`src/rtl/sap_pkg.sv`:
```
// rtl/sap_pkg.sv - shared SAP widths, ALU opcodes and flag bit positions
package sap_pkg;
    localparam int DW = 8;

    typedef enum logic [1:0] {
        ALU_ADD = 2'b00,
        ALU_SUB = 2'b01,
        ALU_INC = 2'b10,
        ALU_DEC = 2'b11
    } alu_op_e;

    localparam int FLAG_Z = 1;
    localparam int FLAG_C = 0;
endpackage

```
`src/rtl/sap_alu.sv`:
```
// rtl/sap_alu.sv - combinational SAP ALU; SAP_ALU_OVF_EN adds the signed-overflow output
module sap_alu
    import sap_pkg::*;
#(
    parameter int W = DW
) (
    input  logic [W-1:0] a_i,
    input  logic [W-1:0] b_i,
    input  logic [1:0]   op_i,
    output logic [W-1:0] r_o,
    output logic         carry_o
`ifdef SAP_ALU_OVF_EN
    ,
    output logic         ovf_o
`endif
);
    logic [W-1:0] opb;
    logic         cin;
    logic [W:0]   sum;

    // Every op is A + opB + cin, so carry is always the top bit of one adder
    always_comb begin
        opb = b_i;
        cin = 1'b0;
        case (alu_op_e'(op_i))
            ALU_ADD: begin opb = b_i;                  cin = 1'b0; end
            ALU_SUB: begin opb = ~b_i;                 cin = 1'b1; end
            ALU_INC: begin opb = {{(W-1){1'b0}}, 1'b1}; cin = 1'b0; end
            ALU_DEC: begin opb = {W{1'b1}};            cin = 1'b0; end
            default: begin opb = b_i;                  cin = 1'b0; end
        endcase
    end

    assign sum     = {1'b0, a_i} + {1'b0, opb} + {{W{1'b0}}, cin};
    assign r_o     = sum[W-1:0];
    assign carry_o = sum[W];

`ifdef SAP_ALU_OVF_EN
    assign ovf_o = (a_i[W-1] == opb[W-1]) && (sum[W-1] != a_i[W-1]);
`endif
endmodule

```
`src/rtl/sap_alu_datapath.sv`:
```
// rtl/sap_alu_datapath.sv - SAP A/B/OUT/flag registers and bus driver; SAP_ALU_OVF_EN adds ovf
module sap_alu_datapath
    import sap_pkg::*;
#(
    parameter int W = DW
) (
    input  logic         clk,
    input  logic         rst,
    input  logic [W-1:0] bus_in,
    input  logic         a_load,
    input  logic         a_out,
    input  logic         b_load,
    input  logic [1:0]   alu_op,
    input  logic         alu_wr,
    input  logic         alu_out,
    input  logic         o_load,
    output logic [W-1:0] bus_out,
    output logic         bus_oe,
    output logic [1:0]   flag_reg,
    output logic [W-1:0] out_port,
    output logic [W-1:0] acc,
`ifdef SAP_ALU_OVF_EN
    output logic         ovf,
`endif
    output logic         bus_conflict
);
    logic [W-1:0] a_q, a_d, b_q, b_d, out_q, out_d;
    logic [1:0]   flag_q, flag_d;
    logic         conflict_q, conflict_d;
    logic [W-1:0] alu_r;
    logic         alu_c;
`ifdef SAP_ALU_OVF_EN
    logic         alu_v;
    logic         ovf_q, ovf_d;
`endif

    sap_alu #(.W(W)) u_alu (
        .a_i     (a_q),
        .b_i     (b_q),
        .op_i    (alu_op),
        .r_o     (alu_r),
        .carry_o (alu_c)
`ifdef SAP_ALU_OVF_EN
        ,
        .ovf_o   (alu_v)
`endif
    );

    // ALU write-back outranks a bus load into A; flags move only with write-back
    always_comb begin
        a_d        = a_q;
        b_d        = b_q;
        out_d      = out_q;
        flag_d     = flag_q;
        conflict_d = conflict_q | (a_out & alu_out);
`ifdef SAP_ALU_OVF_EN
        ovf_d      = ovf_q;
`endif
        if (alu_wr) begin
            a_d            = alu_r;
            flag_d[FLAG_Z] = (alu_r == '0);
            flag_d[FLAG_C] = alu_c;
`ifdef SAP_ALU_OVF_EN
            ovf_d          = alu_v;
`endif
        end else if (a_load) begin
            a_d = bus_in;
        end
        if (b_load) b_d = bus_in;
        if (o_load) out_d = bus_in;
    end

    always_ff @(posedge clk or negedge rst) begin
        if (!rst) begin
            a_q        <= '0;
            b_q        <= '0;
            out_q      <= '0;
            flag_q     <= '0;
            conflict_q <= 1'b0;
`ifdef SAP_ALU_OVF_EN
            ovf_q      <= 1'b0;
`endif
        end else begin
            a_q        <= a_d;
            b_q        <= b_d;
            out_q      <= out_d;
            flag_q     <= flag_d;
            conflict_q <= conflict_d;
`ifdef SAP_ALU_OVF_EN
            ovf_q      <= ovf_d;
`endif
        end
    end

    // Bus is released while reset is held, whatever the strobes are doing
    always_comb begin
        bus_out = '0;
        bus_oe  = 1'b0;
        if (rst) begin
            if (alu_out) begin
                bus_out = alu_r;
                bus_oe  = 1'b1;
            end else if (a_out) begin
                bus_out = a_q;
                bus_oe  = 1'b1;
            end
        end
    end

    assign flag_reg     = flag_q;
    assign out_port     = out_q;
    assign acc          = a_q;
    assign bus_conflict = conflict_q;
`ifdef SAP_ALU_OVF_EN
    assign ovf          = ovf_q;
`endif
endmodule
```
`config.mk`:
```
export PLATFORM = sky130hd
export DESIGN_NAME = sap_alu_datapath
export DESIGN_NICKNAME = d
export VERILOG_FILES = /design/src/rtl/sap_pkg.sv /design/src/rtl/sap_alu.sv /design/src/rtl/sap_alu_datapath.sv
export SDC_FILE = /design/constraint.sdc
export NUM_CORES = 1
export LEC_CHECK = 0
export CAP_MARGIN = 25
export CORE_MARGIN = 2
export CORE_UTILIZATION = 48
export DETAILED_ROUTE_END_ITERATION = 10
export GPL_TIMING_DRIVEN = 0
export PLACE_DENSITY = 0.77
export SLEW_MARGIN = 20
export SYNTH_ARGS = -nofsm -noshare
export SYNTH_HDL_FRONTEND = slang
export SYNTH_SLANG_ARGS = --single-unit
```
`constraint.sdc`:
```
create_clock -name clk -period 3.4 [get_ports clk]
set_input_delay 0.34 -clock clk [delete_from_list [all_inputs] [get_ports clk]]
set_output_delay 0.34 -clock clk [all_outputs]
set_load 0.1 [all_outputs]
```
==> run metrics <==
ranking of synthesized cells by area=dfrtp_1 40%, mux2_2 11%, mux2i_1 5.9%; Adder-Cell Fraction of Synth Area=0.0753; Max transition margin=0.338; hold crit path type=primary input to async pin; Worst Path Arrival=~3000 ps; nature of the critical path endpoint=output port; post-synthesis compound-gate area fraction=0.160; CTS sink count=27; Cell Rows=21; Die W=around 63 um; CP cell instances=xnor2_1 -> nand2b_1 -> fa_2 -> fa_2 -> a211o_1 -> a2111o_1 -> o211ai_2 -> mux2i_1 -> and2_4 -> buf_12; WL final=3.82 mm; Ys Warns=0; Max Slew Vio Count=0; main combinational cell family by area after synthesis=multiplexers; Vias=around 1,400; MaxCap Viol Count=0; fin nets=around 230; DRT iter0 DRCs=52; DP Wirelength=between 2 and 3 mm; P&R area growth vs syn=30.1%; worst skew pair latency=340 ps; GR Util All Layers=0.205; XOR/XNOR Fraction of Synth Area=0.0672; cells after synthesis=~160; Core ar.=3360 sq um; Bufs on Longest Clock Path=2; worst endpoint required time=around 3000 ps; area leader, netlist=dfrtp_1; total I/O pin count=46; synthesis-stage register bit count=27; top-count cell post-synth=dfrtp_1; asr flop ratio synth=1.00; ratio of cells with drive above 1 in the final layout=0.214; net count after synthesis=183; CTS H-tree lvls=1; Clock transition at path regs=150 ps; vias per cell=roughly 5.5; Synth cell types=37; Fmax achieved=0.298 GHz; Post-Synth Simple-Gate Area=0.113; Worst Path Buf+Inv=1; number of port buffers=40; first-pass GRT wire length=between 6 and 7 mm; initial antenna violation count=0; worst slew pin tran=989 ps; ANT nets after route=0; GR Overflow Total=0; average size of a mapped cell=about 11 sq um; CP Class=flip-flop to output port; TritonCTS clock tree=built; Worst path top cell family by delay=compound AO/OA/AOI/OAI gates; fin crit period=3350 ps; Min Hold Slack=17.6 ps; largest net degree at the start of global routing=35; gpl congestion=just under 1; Setup-failing EPs final=0; slowest CP cell=dfrtp_1; vias in the first global route=1,376; Starting Density=0.504; top-area cell type share of the netlist area=0.399; Crit path top cell by count=fa_2; TritonCTS buffer count=3; final core area utilization=0.656; ys flop type=dfrtp_1; DRC viols=0; first-pass detailed-route iteration total=4; chip height=63.4 um; Setup Skew=around 7.3 ps; wire per inst=15.5 um; number of synthesized flops with an enable pin=0; part of the cycle the worst path needs=0.986; Crit Path Max Fanout=3; Synth Cell Area=~1700 sq um; multiplexer share of the synthesized area=0.165; full die area=about 4000 sq um; status=completed; antenna fix cells=0; Final Hold Fails=0; post-synthesis sequential area ratio=0.399; slowest stage delay, CP=410 ps; hold_buf cts=0; top cells by count, synth=27 x dfrtp_1, 16 x mux2_2, 10 x mux2i_1, 10 x nand2_1, 10 x xnor2_1; startpoint type of the worst setup path=flip-flop; CTS root buf=clkbuf_4; RSZ-0062 raised after global routing=yes
==> cells by family after synthesis <==
| group | Yosys count |
|---|---|
| multiplexers | 26 |
| adder cells (fa/ha/maj) | 9 |
| buffers and inverters | 9 |
| AND/OR/NAND/NOR | 36 |
| flip-flops | 27 |
| XOR/XNOR | 13 |
| AO/OA/AOI/OAI | 36 |
==> routing by layer <==
metal / share of wire / GRT usage / vias to the layer above
met1: 0.45 / 0.279 / 654
met5: 0 / 0 / -
met4: 0.013 / 0.0679 / 0
met2: 0.49 / 0.337 / 42
li1: - / - / 650
met3: 0.048 / 0.0268 / 4
==> cells in the final DEF, fill, tap and decap left out, types with 2 or more instances in the layout <==
master,count
o211ai_1,2
nor2_1,4
nand2_1,10
nand2b_1,8
a211oi_1,2
o21ai_1,6
xnor2_1,10
fa_2,2
o21ai_0,5
mux2i_1,10
clkbuf_1,5
buf_2,4
buf_4,3
xor2_1,3
ha_1,7
clkbuf_4,3
clkdlybuf4s50_1,31
a22oi_1,5
mux2_2,16
nor2b_1,3
dfrtp_1,27
nor2b_2,4
a21oi_1,5
inv_1,2
==> stage by stage <==
step	setup WS [ps]	instance area, sq um	instances	TNS [ps]
final	46.3	2210	247	0
after global routing	-74.0	2210	247	-74.0
after CTS	4.36	2200	246	0
after detailed placement	-1130	2170	242	-5240
after global placement	-1100	2180	242	-5800
after floorplan	-327	1720	156	-327
==> final cells by class <==
cell class | instances | area, sq um
well taps | 46 | 57.6
fillers | 285 | 1160
multi-input cells | 120 | 1010
flip-flops and latches | 27 | 676
plain buffers | 7 | 28.8
inverters | 2 | 7.51
repair buffers | 41 | 398
clock buffers | 4 | 26.3
==> worst reg2reg max path, stage by stage (launching register included) <==
cell	delay, ps
dfrtp_1	410
xnor2_1	150
nand2b_1	90
fa_2	390
fa_2	370
a211o_1	310
a211oi_2	310
buf_4	160
o21bai_1	60
a21oi_1	150
a21oi_1	70
==> final timing paths <==
path | startpoint | end | slack [ps] | cells past startpoint
hold / removal | rst | acc[2] | 20 | 1
max in group asynchronous | rst | acc[5] | 2940 | 1
setup reg to reg | b_q[0] | flag_reg[0] | 800 | 10
setup / recovery | b_q[0] | bus_out[6] | 50 | 10
hold reg to reg | bus_conflict | bus_conflict | 480 | 1
min in group clk | alu_wr | acc[3] | 310 | 2
==> what timing repair did <==
action | CTS | global route
endpoints found under the setup margin | 7 | 6
buffers inserted | 0 | 1
resized for setup | 32 | 9
pin swaps | 1 | 3
Power is left out: the tool's default activity adds up to more than one toggle a clock period on the data nets, which glitch-free logic cannot reach.
